### src/rtl/multicycle_ctrl_fsm.sv
// -----------------------------------------------------------------------------
// multicycle_ctrl_fsm
//
// Multi-cycle MIPS control sequencer. It steps one instruction at a time
// through FETCH / DECODE / execute / memory / write-back states. It drives
// the shared ALU, register-file, IR, PC and unified-memory controls. Both
// memory accesses (instruction fetch and data read/write) wait on a
// mem_ready handshake. The block counts retired instructions and raises
// one-cycle pulses for illegal opcodes and memory timeouts.
//
// Build option:
//   MC_CTRL_JUMP_EN  when defined, opcode 000010 (J) runs through a JUMP
//                    state. When undefined, there is no JUMP state and J is
//                    reported as an illegal opcode.
//
// Parameters:
//   CNT_W     width of the retired-instruction counter
//   WAIT_MAX  max cycles a memory state waits for mem_ready (0 = forever)
//
// Ports:
//   clk, rst         clock (rising edge), synchronous active-high reset
//   opcode[5:0]      IR[31:26], decoded in DECODE and still held in MEMADR
//   zero             ALU zero flag, qualifies the branch PC load
//   mem_ready        memory completes the current read/write this cycle
//   mem_read/write   memory strobes
//   iord             memory address select: 0 = PC, 1 = ALUOut
//   ir_write, pc_en  IR load and PC load enables
//   pc_src[1:0]      00 ALU result, 01 ALUOut, 10 jump target
//   alu_src_a        0 = PC, 1 = register A
//   alu_src_b[1:0]   00 reg B, 01 const 4, 10 sext imm, 11 sext imm << 2
//   alu_op[1:0]      00 add, 01 sub, 10 use funct
//   reg_dst          0 = rt, 1 = rd
//   mem_to_reg       0 = ALUOut, 1 = MDR
//   reg_write        register-file write enable
//   illegal          1-cycle pulse: unsupported opcode seen in DECODE
//   timeout          1-cycle pulse: memory wait exceeded WAIT_MAX
//   retired          completed-instruction count (wraps)
//   state[3:0]       current state encoding (debug)
// -----------------------------------------------------------------------------
module multicycle_ctrl_fsm #(
  parameter int CNT_W    = 32,
  parameter int WAIT_MAX = 15
) (
  input  logic             clk,
  input  logic             rst,
  input  logic [5:0]       opcode,
  input  logic             zero,
  input  logic             mem_ready,
  output logic             mem_read,
  output logic             mem_write,
  output logic             iord,
  output logic             ir_write,
  output logic             pc_en,
  output logic [1:0]       pc_src,
  output logic             alu_src_a,
  output logic [1:0]       alu_src_b,
  output logic [1:0]       alu_op,
  output logic             reg_dst,
  output logic             mem_to_reg,
  output logic             reg_write,
  output logic             illegal,
  output logic             timeout,
  output logic [CNT_W-1:0] retired,
  output logic [3:0]       state
);

  typedef enum logic [3:0] {
    IDLE   = 4'd0,
    FETCH  = 4'd1,
    DECODE = 4'd2,
    MEMADR = 4'd3,
    MEMRD  = 4'd4,
    MEMWB  = 4'd5,
    MEMWR  = 4'd6,
    EXEC   = 4'd7,
    ALUWB  = 4'd8,
    BRANCH = 4'd9,
    ADDIEX = 4'd10,
    ADDIWB = 4'd11
`ifdef MC_CTRL_JUMP_EN
    ,
    JUMP   = 4'd12
`endif
  } state_e;

  localparam logic [5:0] OP_RTYPE = 6'b000000;
  localparam logic [5:0] OP_LW    = 6'b100011;
  localparam logic [5:0] OP_SW    = 6'b101011;
  localparam logic [5:0] OP_BEQ   = 6'b000100;
  localparam logic [5:0] OP_ADDI  = 6'b001000;
`ifdef MC_CTRL_JUMP_EN
  localparam logic [5:0] OP_J     = 6'b000010;
`endif

  // The wait counter only has to reach WAIT_MAX-1 before the timeout fires.
  // With WAIT_MAX = 0 it just free-runs and its value is never used.
  localparam int WAIT_W = (WAIT_MAX < 2) ? 1 : $clog2(WAIT_MAX + 1);
  localparam logic [WAIT_W-1:0] WAIT_LAST =
    WAIT_W'((WAIT_MAX > 0) ? (WAIT_MAX - 1) : 0);

  state_e              state_q, state_d;
  logic [WAIT_W-1:0]   wait_cnt_q, wait_cnt_d;
  logic [CNT_W-1:0]    retired_q, retired_d;
  logic                retire;
  logic                wait_expired;

  // Expiry happens on the cycle the counter would reach WAIT_MAX. A
  // mem_ready in that same cycle takes priority as a normal completion.
  assign wait_expired = (WAIT_MAX > 0) && !mem_ready && (wait_cnt_q == WAIT_LAST);

  always_comb begin
    state_d    = state_q;
    wait_cnt_d = '0;
    retire     = 1'b0;
    mem_read   = 1'b0;
    mem_write  = 1'b0;
    iord       = 1'b0;
    ir_write   = 1'b0;
    pc_en      = 1'b0;
    pc_src     = 2'b00;
    alu_src_a  = 1'b0;
    alu_src_b  = 2'b00;
    alu_op     = 2'b00;
    reg_dst    = 1'b0;
    mem_to_reg = 1'b0;
    reg_write  = 1'b0;
    illegal    = 1'b0;
    timeout    = 1'b0;

    case (state_q)
      IDLE: begin
        state_d = FETCH;
      end

      // The PC+4 increment is computed in the same cycle as the instruction
      // read. IR and PC load only when the fetch actually completes.
      FETCH: begin
        mem_read  = 1'b1;
        alu_src_b = 2'b01;
        ir_write  = mem_ready;
        pc_en     = mem_ready;
        if (mem_ready) begin
          state_d = DECODE;
        end else if (wait_expired) begin
          timeout = 1'b1;
          state_d = FETCH;
        end else begin
          wait_cnt_d = wait_cnt_q + WAIT_W'(1);
        end
      end

      // The branch target (PC + imm<<2) is computed speculatively here, so
      // BRANCH can take it from ALUOut.
      DECODE: begin
        alu_src_b = 2'b11;
        case (opcode)
          OP_RTYPE:      state_d = EXEC;
          OP_LW, OP_SW:  state_d = MEMADR;
          OP_BEQ:        state_d = BRANCH;
          OP_ADDI:       state_d = ADDIEX;
`ifdef MC_CTRL_JUMP_EN
          OP_J:          state_d = JUMP;
`endif
          default: begin
            illegal = 1'b1;
            state_d = FETCH;
          end
        endcase
      end

      MEMADR: begin
        alu_src_a = 1'b1;
        alu_src_b = 2'b10;
        state_d   = (opcode == OP_LW) ? MEMRD : MEMWR;
      end

      MEMRD: begin
        mem_read = 1'b1;
        iord     = 1'b1;
        if (mem_ready) begin
          state_d = MEMWB;
        end else if (wait_expired) begin
          timeout = 1'b1;
          state_d = FETCH;
        end else begin
          wait_cnt_d = wait_cnt_q + WAIT_W'(1);
        end
      end

      MEMWB: begin
        mem_to_reg = 1'b1;
        reg_write  = 1'b1;
        retire     = 1'b1;
        state_d    = FETCH;
      end

      // A store retires on the cycle the memory accepts it. There is no
      // separate write-back state.
      MEMWR: begin
        mem_write = 1'b1;
        iord      = 1'b1;
        if (mem_ready) begin
          retire  = 1'b1;
          state_d = FETCH;
        end else if (wait_expired) begin
          timeout = 1'b1;
          state_d = FETCH;
        end else begin
          wait_cnt_d = wait_cnt_q + WAIT_W'(1);
        end
      end

      EXEC: begin
        alu_src_a = 1'b1;
        alu_op    = 2'b10;
        state_d   = ALUWB;
      end

      ALUWB: begin
        reg_dst   = 1'b1;
        reg_write = 1'b1;
        retire    = 1'b1;
        state_d   = FETCH;
      end

      // The ALU subtracts A-B to produce the zero flag. The PC takes the
      // target held in ALUOut when the flag is set.
      BRANCH: begin
        alu_src_a = 1'b1;
        alu_op    = 2'b01;
        pc_src    = 2'b01;
        pc_en     = zero;
        retire    = 1'b1;
        state_d   = FETCH;
      end

      ADDIEX: begin
        alu_src_a = 1'b1;
        alu_src_b = 2'b10;
        state_d   = ADDIWB;
      end

      ADDIWB: begin
        reg_write = 1'b1;
        retire    = 1'b1;
        state_d   = FETCH;
      end

`ifdef MC_CTRL_JUMP_EN
      JUMP: begin
        pc_src  = 2'b10;
        pc_en   = 1'b1;
        retire  = 1'b1;
        state_d = FETCH;
      end
`endif

      default: begin
        state_d = IDLE;
      end
    endcase

    // While reset is asserted, every strobe is held low. This stops a store
    // that was interrupted mid-wait from writing during the reset cycle.
    if (rst) begin
      mem_read   = 1'b0;
      mem_write  = 1'b0;
      iord       = 1'b0;
      ir_write   = 1'b0;
      pc_en      = 1'b0;
      pc_src     = 2'b00;
      alu_src_a  = 1'b0;
      alu_src_b  = 2'b00;
      alu_op     = 2'b00;
      reg_dst    = 1'b0;
      mem_to_reg = 1'b0;
      reg_write  = 1'b0;
      illegal    = 1'b0;
      timeout    = 1'b0;
    end
  end

  always_comb begin
    retired_d = retired_q;
    if (retire) begin
      retired_d = retired_q + CNT_W'(1);
    end
  end

  always_ff @(posedge clk) begin
    if (rst) begin
      state_q    <= IDLE;
      wait_cnt_q <= '0;
      retired_q  <= '0;
    end else begin
      state_q    <= state_d;
      wait_cnt_q <= wait_cnt_d;
      retired_q  <= retired_d;
    end
  end

  assign retired = retired_q;
  assign state   = state_q;

endmodule
### config.mk
export PLATFORM = sky130hd
export DESIGN_NAME = multicycle_ctrl_fsm
export DESIGN_NICKNAME = d
export VERILOG_FILES = /design/src/rtl/multicycle_ctrl_fsm.sv
export SDC_FILE = /design/constraint.sdc
export NUM_CORES = 1
export LEC_CHECK = 0
export CAP_MARGIN = 20
export CELL_PAD_IN_SITES_DETAIL_PLACEMENT = 2
export CELL_PAD_IN_SITES_GLOBAL_PLACEMENT = 2
export CORE_MARGIN = 5
export CORE_UTILIZATION = 30
export CTS_BUF_LIST = sky130_fd_sc_hd__clkbuf_2 sky130_fd_sc_hd__clkbuf_4 sky130_fd_sc_hd__clkbuf_8
export DETAILED_ROUTE_END_ITERATION = 16
export PLACE_DENSITY_LB_ADDON = 0.1
export SYNTH_ARGS = -nofsm -noshare
export SYNTH_HDL_FRONTEND = slang
export SYNTH_SLANG_ARGS = --single-unit
### constraint.sdc
create_clock -name clk -period 3.9 [get_ports clk]
set_input_delay 0.975 -clock clk [delete_from_list [all_inputs] [get_ports clk]]
set_output_delay 0.975 -clock clk [all_outputs]
set_load 0.03 [all_outputs]
==> results of run 1 <==
state kept, by name, indices dropped and copies added (netlist names):
| name | count |
|---|---|
| wait_cnt_q | 4 |
| state | 4 |
| retired | 32 |
cell families (layout without fill, tap and decap cells):
logic type               count (synthesis)  after routing
buffers and inverters                   32             87
flip-flops                              40             40
XOR/XNOR                                12             12
other                                    1              1
adder cells (fa/ha/maj)                  3              3
multiplexers                             1              1
AO/OA/AOI/OAI                           87             87
AND/OR/NAND/NOR                        115            115
stage by stage:
| step | util | cell area [um2] | instances | power, mW | setup WS (ps) |
|---|---|---|---|---|---|
| 6_report | 0.398 | 3030 | 448 | 0.777 | 472 |
| 5_1_grt | 0.398 | 3030 | 448 | 0.819 | 404 |
| 4_1_cts | 0.398 | 3030 | 448 | 0.791 | 457 |
| 3_3_place_gp | 0.387 | 2950 | 441 | 0.511 | 481 |
| 2_1_floorplan | - | 2300 | 291 | 0.477 | 383 |
| 3_5_place_dp | 0.387 | 2950 | 441 | 0.512 | 458 |
worst max-delay path by stage:
stage                   start            to  slack [ps]  cells past startpoint
CTS                 opcode[1]       illegal         460                      6
global route        opcode[1]       illegal         400                      6
floorplan                 rst  alu_src_b[1]         380                      1
finish              opcode[1]       illegal         470                      6
global placement    opcode[1]       illegal         480                      6
detailed placement  opcode[1]       illegal         460                      6
metal layers:
layer	GRT usage	part of all wire
met4	0.0458	0.015
met5	0	0
met3	0.0337	0.033
met2	0.303	0.52
met1	0.187	0.43
power by group:
part	switching (mW)	internal, mW	total, mW
sequential	0.0101	0.411	0.421
clock	0.146	0.129	0.275
combinational	0.0479	0.0329	0.0808
total	0.204	0.573	0.777
cells in the final DEF, fill, tap and decap left out, types with 7 or more instances in the layout:
master                             n
sky130_fd_sc_hd__buf_4            19
sky130_fd_sc_hd__a21oi_1          31
sky130_fd_sc_hd__o21ai_0          16
sky130_fd_sc_hd__o31ai_1           9
sky130_fd_sc_hd__clkdlybuf4s50_1  46
sky130_fd_sc_hd__nor2_1           25
sky130_fd_sc_hd__xnor2_1          11
sky130_fd_sc_hd__dfxtp_1          40
sky130_fd_sc_hd__inv_1            15
sky130_fd_sc_hd__nand2_1          17
sky130_fd_sc_hd__or3_1             9
sky130_fd_sc_hd__or4_1             7
sky130_fd_sc_hd__nand3_1          17
final cells by class:
class                      instances  area, um2
fill                             883       4580
multi-input combinational        219       1360
sequential                        40        801
timing repair buffer              65        603
tap                              102        128
clock buffer                       6       76.3
inverter                          15       56.3
clock inverter                     1       5.00
==> summary.md, run 1 <==
| Metric | Value |
|---|---|
| Crit Reg-Reg Endpoint | retired[16]$_SDFFE_PP0P_ |
| Capturing element type of the critical path | output pin |
| Peak ir drop on the vdd network | 116 uV |
| Starting density of the core | 0.302 |
| Remaining antenna violation count after routing | 0 |
| RD Place Congestion | 0.749 |
| Dominant combinational cell family by area after synthesis | simple AND/OR/NAND/NOR gates |
| Result of the run | completed |
| Clk sink count | 40 |
| Clock latency on the worst-skew pair | 290 ps |
| Delay of the slowest cell on the worst path | 410 ps |
| Final worst clock skew | 5.61 ps |
| Most frequent cells after synthesis | sky130_fd_sc_hd__dfxtp_1 (40), sky130_fd_sc_hd__a21oi_1 (31), sky130_fd_sc_hd__nor2_1 (25) |
| HP Class | register to register |
| Post-synth EDFFs | 0 |
| Dominant cells by area after synthesis | sky130_fd_sc_hd__dfxtp_1 (35%), sky130_fd_sc_hd__a21oi_1 (6.8%), sky130_fd_sc_hd__xnor2_1 (4.2%) |
| Number of global-route vias before repair | 2,578 |
| Count of final setup violators | 0 |
| Areal power density over the cells | 257 nW/um2 |
| Simple-gate share of the synthesized area | 0.283 |
| Synth Net Count | 304 |
| Initial antenna violation count | 0 |
| Startpoint types | input port |
| CP Max Fanout | 3 |
| Horizontal die dimension | 97.5 um |
| Post-synth top area share | 0.349 |
| CP required | 2920 ps |
| Yosys synthesis warning count | 0 |
| Post-synthesis sequential area ratio | 0.349 |
| FF+latch count, synth | 40 |
| Cell depth of the worst hold path | 1 |
| Clock tree from TritonCTS | built |
| Maximum number of pins on one net before global-route repair | 33 |
| Detailed Place HPWL | 5.71 mm |
| RSZ-0062 raised after global routing | no |
| Sequence of cells on the critical path | clkdlybuf4s50_1, or3_1, or2_2, a21oi_1, nor2_1, buf_4 |
| Synth Area in XOR/XNOR | 0.0458 |
| Total buffers and inverters traversed by the critical path | 2 |
| Maximum clock frequency | 292 MHz |
| Per-instance average area after synthesis | 7.89 um2 |
| Ports placed on the boundary | 63 |
| H-tree Lvls | 2 |
| Cells on worst reg2reg path | 4 |
| Synth unique cells | 49 |
| Routed length per instance | 17.1 um |
| 1st-iter DRT viols | 45 |
| Nets | 359 |
| Wire length of the first global-routing pass | 12.8 mm |
| Actual slew at the worst max-slew pin | 949 ps |
| Final worst hold slack | 471 ps |
| Layout cell share with drive strength beyond 1 | 0.107 |
| Final antenna diode count | 0 |
| Flip-flop cell with the highest count after synthesis | sky130_fd_sc_hd__dfxtp_1 |
| Routed vias | 2,417 |
| Sum of negative setup slack | 0 ps |
| Remaining DRCs | 0 |
| Number of buffers inserted during clock tree synthesis | 5 |
| Worst Path Class, Setup | input port to output pin |
| Post-Synth Adder-Cell Area | 0.0163 |
| Start point of the worst min-delay path | wait_cnt_q[0]$_SDFF_PP0_ |
| Number of placement rows | 32 |
| Port buffer count | 61 |
| Critical Path AT | 2450 ps |
| Max stage delay cell, worst path | sky130_fd_sc_hd__clkdlybuf4s50_1 |
| Family of cells with the greatest summed delay on the critical path | simple AND/OR/NAND/NOR gates |
| Post-layout minimum cycle time | 3430 ps |
| Number of pins with negative max-slew slack in the final report | 0 |
| DIE AREA | 9500 um2 |
| Total wire length | 7.64 mm |
| Placeable Area | 7610 um2 |
| Cell count after synthesis | 291 |
| Cell taking the most area after synthesis | sky130_fd_sc_hd__dfxtp_1 |
| Most frequent cell after synthesis | sky130_fd_sc_hd__dfxtp_1 |
| Final count of hold timing violations | 0 |
| Number of instances resized during post-cts repair | 0 |
| Number of buffers inserted for hold repair after clock tree synthesis | 0 |
| Worst R2R Start | state[0]$_SDFF_PP0_ |
| Synthesis-to-layout area growth | 31.8% |
| Clk slew on worst S/H paths | 80 ps |
| Die Span Y | 97.5 um |
| Total Routing Usage GR | 0.163 |
| Static power due to leakage | 0.997 nW |
| Number of max-cap violations | 0 |
| Total global routing overflow | 0 |
| R2R Setup Slk | 1210 ps |
| Endpoint with the worst hold slack | wait_cnt_q[0]$_SDFF_PP0_ |
| Mux contribution to synthesized area | 0.00436 |
| Tightest slew margin relative to the limit | 0.363 |
| Via density | 5.40 |
| Post CTS Setup Buffer Count | 0 |
| Maximum buffer depth of the clock tree | 2 |
| Total standard cell area after synthesis | 2300 um2 |
| Root Buffer | sky130_fd_sc_hd__clkbuf_8 |
| Share of flip-flops with an asynchronous set or reset after synthesis | 0 |
| Ratio of final minimum period to clock period | 0.879 |
| First-pass iteration count of the detailed router | 4 |
| Compound-gate portion of the synthesized area | 0.240 |
(Power assumes the default switching activity.)
==> inputs of run 2 (changes only) <==
--- a/config.mk
+++ b/config.mk
@@ -8,7 +8,6 @@
 export CAP_MARGIN = 20
 export CELL_PAD_IN_SITES_DETAIL_PLACEMENT = 2
 export CELL_PAD_IN_SITES_GLOBAL_PLACEMENT = 2
-export CORE_MARGIN = 5
 export CORE_UTILIZATION = 30
 export CTS_BUF_LIST = sky130_fd_sc_hd__clkbuf_2 sky130_fd_sc_hd__clkbuf_4 sky130_fd_sc_hd__clkbuf_8
 export DETAILED_ROUTE_END_ITERATION = 16
==> run 2 against run 1 <==
Critical path depth did not move. Die area decreased by 16%. Clock skew rose by 0.54 ps. Sequential cell count unchanged. Hold slack lost 6.2 ps. Cell count shrank 0.89%. Clock-buffer cell count unchanged. Fmax fell by 1.9%. Critical endpoint unchanged. Highest routed layer unchanged.
==> summary.md, run 2 (synthesis gave the netlist of run 1 again) <==
| Metric | Value |
|---|---|
| Detailed Place HPWL | 5.65 mm (was 5.71 mm) |
| Number of buffers inserted during clock tree synthesis | 5 (unchanged) |
| Number of max-cap violations | 0 (unchanged) |
| Die Span Y | 89.5 um (was 97.5 um) |
| Ports placed on the boundary | 63 (unchanged) |
| Post-layout minimum cycle time | 3500 ps (was 3430 ps) |
| Placeable Area | 7330 um2 (was 7610 um2) |
| Number of flip-flops under the largest register name | 32 (unchanged) |
| Final worst clock skew | 6.15 ps (was 5.61 ps) |
| Maximum buffer depth of the clock tree | 2 (unchanged) |
| Worst Path Class, Setup | input port to output pin (unchanged) |
| Areal power density over the cells | 257 nW/um2 (about the same) |
| HP Class | register to register (unchanged) |
| Clock tree from TritonCTS | built (unchanged) |
| Clk slew on worst S/H paths | 70 ps (was 80 ps) |
| Port buffer count | 61 (unchanged) |
| Wire length of the first global-routing pass | 11.8 mm (was 12.8 mm) |
| CP required | 2920 ps (about the same) |
| Multi-input combinational cell area | 1360 um2 (unchanged) |
| Final cell count without fillers | 444 (was 448) |
| Count of final setup violators | 0 (unchanged) |
| Setup WS pre-CTS | 406 ps (was 458 ps) |
| Routed vias | 2,399 (was 2,417) |
| Number of buffers inserted for hold repair after clock tree synthesis | 0 (unchanged) |
| Root Buffer | sky130_fd_sc_hd__clkbuf_8 (unchanged) |
| RSZ-0062 raised after global routing | no (unchanged) |
| Number of instances resized during post-cts repair | 0 (unchanged) |
| Via density | 5.40 (about the same) |
| Post CTS Setup Buffer Count | 0 (unchanged) |
| Capturing element type of the critical path | output pin (unchanged) |
| Number of placement rows | 31 (was 32) |
| Filler cell count | 842 (was 883) |
| Placed inst area | 2930 um2 (was 2950 um2) |
| Most common library cell in the layout ignoring fill and taps | sky130_fd_sc_hd__clkdlybuf4s50_1 (unchanged) |
| Peak ir drop on the vdd network | 129 uV (was 116 uV) |
| Number of global-route vias before repair | 2,346 (was 2,578) |
| Finished Cell Area | 3020 um2 (was 3030 um2) |
| Final count of hold timing violations | 0 (unchanged) |
| Total Routing Usage GR | 0.192 (was 0.163) |
| Routed length per instance | 16.9 um (was 17.1 um) |
| First-pass iteration count of the detailed router | 4 (unchanged) |
| RD Place Congestion | 0.733 (was 0.749) |
| H-tree Lvls | 2 (unchanged) |
| Final antenna diode count | 0 (unchanged) |
| Placed insts | 437 (was 441) |
| Clk sink count | 40 (unchanged) |
| Initial antenna violation count | 0 (unchanged) |
| Startpoint types | input port (unchanged) |
| Static power due to leakage | 0.992 nW (was 0.997 nW) |
| 1st-iter DRT viols | 91 (was 45) |
| DIE AREA | 8010 um2 (was 9500 um2) |
| Maximum clock frequency | 286 MHz (was 292 MHz) |
| Actual slew at the worst max-slew pin | 866 ps (was 949 ps) |
| Remaining DRCs | 0 (unchanged) |
| CP Max Fanout | 3 (unchanged) |
| Nets | 358 (was 359) |
| Power Total | 0.775 mW (was 0.777 mW) |
| Total global routing overflow | 0 (unchanged) |
| Top library cells by usage in the layout, fill and taps aside | sky130_fd_sc_hd__clkdlybuf4s50_1 (46), sky130_fd_sc_hd__dfxtp_1 (40), sky130_fd_sc_hd__a21oi_1 (31), sky130_fd_sc_hd__nor2_1 (25), sky130_fd_sc_hd__buf_4 (18) (was sky130_fd_sc_hd__clkdlybuf4s50_1 (46), sky130_fd_sc_hd__dfxtp_1 (40), sky130_fd_sc_hd__a21oi_1 (31), sky130_fd_sc_hd__nor2_1 (25), sky130_fd_sc_hd__buf_4 (19)) |
| Layout cell share with drive strength beyond 1 | 0.104 (was 0.107) |
| Critical Path AT | 2520 ps (was 2450 ps) |
| Synthesis-to-layout area growth | 31.3% (was 31.8%) |
| Number of pins with negative max-slew slack in the final report | 0 (unchanged) |
| Tightest slew margin relative to the limit | 0.419 (was 0.363) |
| Ratio of final minimum period to clock period | 0.896 (was 0.879) |
| Fin worst setup slack | 404 ps (was 472 ps) |
| Maximum number of pins on one net before global-route repair | 25 (was 33) |
| Area used by sequential logic in the layout | 801 um2 (unchanged) |
| Starting density of the core | 0.313 (was 0.302) |
| Total wire length | 7.50 mm (was 7.64 mm) |
| Clock latency on the worst-skew pair | 290 ps (about the same) |
| Remaining antenna violation count after routing | 0 (unchanged) |
| Horizontal die dimension | 89.5 um (was 97.5 um) |
| Result of the run | completed (unchanged) |
| Sum of negative setup slack | 0 ps (unchanged) |
==> run 2: changes by cell type in the layout (fill, tap and decap cells not counted), sizes merged <==
cell	delta
buf	-1
==> run 2: final timing paths <==
kind / from / endpoint / slack (ps) / cells after the start
worst min register to register: wait_cnt_q[0]$_SDFF_PP0_ / wait_cnt_q[0]$_SDFF_PP0_ / 470 / 1
worst max register to register: state[2]$_SDFF_PP0_ / retired[26]$_SDFFE_PP0P_ / 1150 / 5
worst max-delay path: opcode[1] / illegal / 400 / 6
worst min-delay path: wait_cnt_q[0]$_SDFF_PP0_ / wait_cnt_q[0]$_SDFF_PP0_ / 470 / 1
==> run 2: cell type report <==
| class | instances | share of cell area |
|---|---|---|
| clock buffers | 6 | 0.0253 |
| repair buffers | 64 | 0.198 |
| flip-flops and latches | 40 | 0.266 |
| well taps | 99 | 0.0411 |
| clock inverters | 1 | 0.00166 |
| multi-input cells | 219 | 0.450 |
| inverters | 15 | 0.0187 |
==> run 2: critical path, stage by stage <==
cell and delay [ps]:
sky130_fd_sc_hd__clkdlybuf4s50_1 410, sky130_fd_sc_hd__or3_1 430, sky130_fd_sc_hd__or2_2 330, sky130_fd_sc_hd__a21oi_1 130, sky130_fd_sc_hd__nor2_1 70, sky130_fd_sc_hd__buf_4 170
==> run 2: through the flow <==
| stage | hold slack, ps | util |
|---|---|---|
| global route | 505 | 0.411 |
| detailed placement | 455 | 0.400 |
| global placement | 449 | 0.400 |
| finish | 465 | 0.411 |
| floorplan | 430 | - |
| CTS | 474 | 0.411 |
==> run 2: where the power goes <==
part	total, mW	internal [mW]	switching (mW)
clock network	0.274	0.129	0.145
registers	0.422	0.411	0.0112
logic	0.0794	0.0325	0.0469
total	0.775	0.572	0.203
==> run 2: layer usage <==
| metal | track usage | share of wire |
|---|---|---|
| met2 | 0.338 | 0.50 |
| met3 | 0.0360 | 0.024 |
| met4 | 0.0418 | 0.0055 |
| met1 | 0.244 | 0.47 |
| met5 | 0 | 0 |
==> inputs of run 3 (changes only) <==
--- a/config.mk
+++ b/config.mk
@@ -5,12 +5,12 @@
 export SDC_FILE = /design/constraint.sdc
 export NUM_CORES = 1
 export LEC_CHECK = 0
-export CAP_MARGIN = 20
 export CELL_PAD_IN_SITES_DETAIL_PLACEMENT = 2
 export CELL_PAD_IN_SITES_GLOBAL_PLACEMENT = 2
 export CORE_UTILIZATION = 30
-export CTS_BUF_LIST = sky130_fd_sc_hd__clkbuf_2 sky130_fd_sc_hd__clkbuf_4 sky130_fd_sc_hd__clkbuf_8
+export CTS_BUF_LIST = sky130_fd_sc_hd__clkbuf_4
 export DETAILED_ROUTE_END_ITERATION = 16
+export MAX_ROUTING_LAYER = met4
 export PLACE_DENSITY_LB_ADDON = 0.1
 export SYNTH_ARGS = -nofsm -noshare
 export SYNTH_HDL_FRONTEND = slang
==> run 3 against run 2 <==
Via count is 0.25% higher. Sequential cell count stayed put. Wire length is 0.83% lower.
==> summary.md, run 3 (synthesis gave the netlist of run 1 again) <==
| Metric | Value |
|---|---|
| Wire length of the first global-routing pass | 11.8 mm (about the same) |
| Horizontal die dimension | 89.5 um (unchanged) |
| Routed vias | 2,405 (was 2,399) |
| Tightest slew margin relative to the limit | 0.410 (was 0.419) |
| Clock latency on the worst-skew pair | 340 ps (was 290 ps) |
| Final count of hold timing violations | 0 (unchanged) |
| Number of max-cap violations | 0 (unchanged) |
| Routed length per instance | 16.7 um (was 16.9 um) |
| Placeable Area | 7330 um2 (unchanged) |
| Port buffer count | 61 (unchanged) |
| Total Routing Usage GR | 0.198 (was 0.192) |
| Sum of negative setup slack | 0 ps (unchanged) |
| Finished Cell Area | 2980 um2 (was 3020 um2) |
| Result of the run | completed (unchanged) |
| Number of instances resized during post-cts repair | 0 (unchanged) |
| Worst Path Class, Setup | input port to output pin (unchanged) |
| Post-layout minimum cycle time | 3490 ps (was 3500 ps) |
| Peak ir drop on the vdd network | 95.1 uV (was 129 uV) |
| Via density | 5.42 (was 5.40) |
| Placed insts | 437 (unchanged) |
| Maximum number of pins on one net before global-route repair | 25 (unchanged) |
| Synthesis-to-layout area growth | 30.0% (was 31.3%) |
| Ratio of final minimum period to clock period | 0.895 (was 0.896) |
| Maximum clock frequency | 286 MHz (about the same) |
| Starting density of the core | 0.313 (unchanged) |
| Number of pins with negative max-slew slack in the final report | 0 (unchanged) |
| Number of global-route vias before repair | 2,333 (was 2,346) |
| Critical Path AT | 2520 ps (about the same) |
| CP Max Fanout | 3 (unchanged) |
| Clk slew on worst S/H paths | 120 ps (was 70 ps) |
| Delay of the slowest cell on the worst path | 430 ps (about the same) |
| Final worst hold slack | 475 ps (was 465 ps) |
| Number of flip-flops under the largest register name | 32 (unchanged) |
| Layout cell share with drive strength beyond 1 | 0.104 (unchanged) |
| Clock tree from TritonCTS | built (unchanged) |
| Clk sink count | 40 (unchanged) |
| Remaining antenna violation count after routing | 0 (unchanged) |
| Startpoint types | input port (unchanged) |
| Die Span Y | 89.5 um (unchanged) |
| Final antenna diode count | 0 (unchanged) |
| Number of placement rows | 31 (unchanged) |
| Initial antenna violation count | 0 (unchanged) |
| RSZ-0062 raised after global routing | no (unchanged) |
| First-pass iteration count of the detailed router | 4 (unchanged) |
| Remaining DRCs | 0 (unchanged) |
| Root Buffer | sky130_fd_sc_hd__clkbuf_4 (was sky130_fd_sc_hd__clkbuf_8) |
| Most common library cell in the layout ignoring fill and taps | sky130_fd_sc_hd__clkdlybuf4s50_1 (unchanged) |
| Sequence of cells on the critical path | clkdlybuf4s50_1, or3_1, or2_2, a21oi_1, nor2_1, buf_4 (unchanged) |
| Final worst clock skew | 9.65 ps (was 6.15 ps) |
| Top library cells by usage in the layout, fill and taps aside | sky130_fd_sc_hd__clkdlybuf4s50_1 (46), sky130_fd_sc_hd__dfxtp_1 (40), sky130_fd_sc_hd__a21oi_1 (31), sky130_fd_sc_hd__nor2_1 (25), sky130_fd_sc_hd__buf_4 (18) (unchanged) |
| Actual slew at the worst max-slew pin | 879 ps (was 866 ps) |
| Number of buffers inserted for hold repair after clock tree synthesis | 0 (unchanged) |
| Static power due to leakage | 0.979 nW (was 0.992 nW) |
| Number of buffers inserted during clock tree synthesis | 5 (unchanged) |
| Ports placed on the boundary | 63 (unchanged) |
| Final cell count without fillers | 444 (unchanged) |
| Post CTS Setup Buffer Count | 0 (unchanged) |
| DIE AREA | 8010 um2 (unchanged) |
| Nets | 358 (unchanged) |
| Detailed Place HPWL | 5.65 mm (unchanged) |
| Placed inst area | 2930 um2 (unchanged) |
| HP Class | register to register (unchanged) |
| Total global routing overflow | 0 (unchanged) |
| H-tree Lvls | 2 (unchanged) |
| CP required | 2920 ps (about the same) |
| Count of final setup violators | 0 (unchanged) |
| Total wire length | 7.44 mm (was 7.50 mm) |
| RD Place Congestion | 0.742 (was 0.733) |
| Capturing element type of the critical path | output pin (unchanged) |
| 1st-iter DRT viols | 93 (was 91) |
| Areal power density over the cells | 239 nW/um2 (was 257 nW/um2) |
| Max stage delay cell, worst path | sky130_fd_sc_hd__or3_1 (unchanged) |
| Maximum buffer depth of the clock tree | 2 (unchanged) |
[run 3: worst paths after layout]
| check | from | to | slack, ps | cells after the start |
|---|---|---|---|---|
| setup / recovery | opcode[1] | illegal | 410 | 6 |
| hold / removal | wait_cnt_q[0]$_SDFF_PP0_ | wait_cnt_q[0]$_SDFF_PP0_ | 480 | 1 |
| setup reg to reg | state[2]$_SDFF_PP0_ | retired[22]$_SDFFE_PP0P_ | 1130 | 5 |
| hold reg to reg | wait_cnt_q[0]$_SDFF_PP0_ | wait_cnt_q[0]$_SDFF_PP0_ | 480 | 1 |
[run 3: worst max-delay path: cells and delay by family]
family	cells	cell delay (ps)
and+or+nand+nor	3	830
buffers and inverters	2	580
AOI/OAI and AO/OA	1	130
[run 3: stage by stage]
| stage | power [mW] | worst slack, ps | util |
|---|---|---|---|
| 3_5_place_dp | 0.511 | 406 | 0.400 |
| 2_1_floorplan | 0.477 | 383 | - |
| 6_report | 0.713 | 408 | 0.407 |
| 3_3_place_gp | 0.509 | 483 | 0.400 |
| 4_1_cts | 0.726 | 401 | 0.407 |
| 5_1_grt | 0.743 | 316 | 0.407 |
[run 3: layout make-up]
| class | instances | area, um2 |
|---|---|---|
| Sequential cell | 40 | 801 |
| Fill cell | 845 | 4350 |
| Timing Repair Buffer | 64 | 596 |
| Clock buffer | 6 | 45.0 |
| Clock inverter | 1 | 5.00 |
| Inverter | 15 | 56.3 |
| Tap cell | 99 | 124 |
| Multi-Input combinational cell | 219 | 1360 |
[run 3: power breakdown]
| part | switching [mW] | internal [mW] | total, mW |
|---|---|---|---|
| logic | 0.0467 | 0.0325 | 0.0791 |
| registers | 0.0110 | 0.411 | 0.422 |
| clock network | 0.138 | 0.0737 | 0.211 |
[run 3: per-layer routing]
layer	vias up	wire length, um	track usage	share of wire
met5	-	0	-	0
met4	0	37	0.0418	0.0050
met3	2	182	0.0332	0.024
met2	30	3760	0.338	0.51
met1	1199	3460	0.244	0.47
li1	1174	-	-	-
==> variant: new RTL, settings of run 1 <==
`CNT_W`: 32 -> 48.
--- a/src/rtl/multicycle_ctrl_fsm.sv
+++ b/src/rtl/multicycle_ctrl_fsm.sv
@@ -38,7 +38,7 @@
 //   state[3:0]       current state encoding (debug)
 // -----------------------------------------------------------------------------
 module multicycle_ctrl_fsm #(
-  parameter int CNT_W    = 32,
+  parameter int CNT_W    = 48,
   parameter int WAIT_MAX = 15
 ) (
   input  logic             clk,
Ports: changed (resized retired); port bits go from 63 to 79. The function was not compared with the original's and may differ.
==> variant against run 1 <==
  * Sequential cell count increased by 16
  * Wire length increased by 28%
  * Die area increased by 28%
  * Cell count increased by 29%
  * Sequential power increased by 38%
  * Register-to-register slack improved by 0.14 ns
  * Total power increased by 30%
  * Via count increased by 28%
  * Area after synthesis increased by 32%
  * Largest power group unchanged
  * Worst setup slack got worse by 0.27 ns
  * Final area increased by 32%
==> variant: results (changes against run 1) <==
[power_and_ir_drop]
total_leakage_power_nw = 1.25  ; +25%
p_comb_frac = 0.098  ; -0.006
seq_cell_power_mw = 0.583  ; +38%
power.share.switching = 0.265  ; +0.00247
tot_pwr_mw = 1.01  ; +30%
irDropWorstVdd_uv = 128  ; +10%

[logic_synthesis]
yosys-mux-area-fraction = 0.00330  ; -0.00106
synth-compound-area-share = 0.215  ; -0.0255
synth_xor_xnor_area_share = 0.0636  ; +0.0178
yosys-top-cells-count = 56 x sky130_fd_sc_hd__dfxtp_1, 39 x sky130_fd_sc_hd__nor2_1, 34 x sky130_fd_sc_hd__a21oi_1
netlist-cell-type-count = 54  ; +10%
dominantRegCellSynth = sky130_fd_sc_hd__dfxtp_1
synthesis.instances = 372  ; +28%
syn-num-nets = 385  ; +27%
synth_sequential_area_ratio = 0.370  ; +0.0213

[sta]
slew-limit-headroom = 0.487  ; +0.124
worst_hold_slack_ns = 0.468  ; -0.00339 ns
fmax_ghz = 0.270  ; -7.4%

[layout]
nets = 456  ; +27%
largest_register_ffs = 48  ; +50%
fillers = 1155  ; +31%
final_layout_size_suffix_gt1_frac = 0.0653  ; -0.0416

[route]
wl_mm = 9.76  ; +28%
drt_first_iter_violations = 85  ; +89%
dr.pass1.iters = 4  ; unchanged
avgViaCountPerCell = 5.35  ; -0.87%
wl_per_cell_microns = 16.9  ; -0.83%
wl_met1_mm = 4.15  ; +26%
met3_layer_wire_length_in_the_routed_design_microns = 332  ; +32%
wl_met2_mm = 5.25  ; +31%

[place]
area_of_placed_instances_sq_um = 3910  ; +33%
portBuffers = 77  ; +26%
place_worst_setup_slack_ns = 0.0711  ; -0.387 ns
numPlacedInstances = 569  ; +29%
gp_congestion = 0.761  ; +1.6%
dpl.hpwl_mm = 7.30  ; +28%

[setup_path]
kind_of_cell_adding_the_most_delay_to_the_critical_path = buffers and inverters
worstReg2RegStart = state[3]
arrival_time_of_the_worst_setup_path_ns = 2.73  ; +0.28 ns
critical-path-max-stage-delay_ns = 0.59  ; +0.18 ns
reg2reg_slack_ns = 1.35  ; +0.14 ns
timing.rr.end = retired[32]

[global_routing]
combined_global_route_utilization_of_all_metal_layers = 0.154  ; -0.00883
grt_max_degree = 52  ; +58%
gr_layer_usage_met2 = 0.300  ; -0.00242
via_count_of_the_first_global_routing_pass = 3338  ; +29%
grt_first_pass_wirelength_mm = 16.2  ; +27%

[clock_network]
clk_transition_reported_paths_ns = 0.10  ; +0.02 ns
clock_latency_ns = 0.31  ; +0.02 ns

[status]
run_status = completed

variant: cell types whose count changed in the layout (fill, tap and decap cells not counted), sizes merged, moves of 10 or more:
cell / before / now
buf: 19 / 8
clkdlybuf4s50: 46 / 76
dfxtp: 40 / 56
nor2: 25 / 40
o2111ai: 0 / 10
o21ai: 17 / 33
or3: 9 / 22
xor2: 1 / 19
variant: final cells by class:
type | instances | area (sq um) | share of cell area
sequential | 56 | 1120 | 0.280
clock buffer | 5 | 68.8 | 0.0172
multi-input combinational | 289 | 1780 | 0.445
inverter | 7 | 26.3 | 0.00656
timing repair buffer | 84 | 818 | 0.204
clock inverter | 3 | 21.3 | 0.00531
tap | 133 | 166 | 0.0416
variant: worst max path at each step:
stage,startpoint,cells after the start,to
final,opcode[1],6,illegal
after global routing,opcode[1],6,illegal
after CTS,opcode[1],6,illegal
after detailed placement,opcode[1],6,illegal
after global placement,opcode[1],6,illegal
after floorplan,rst,3,pc_en
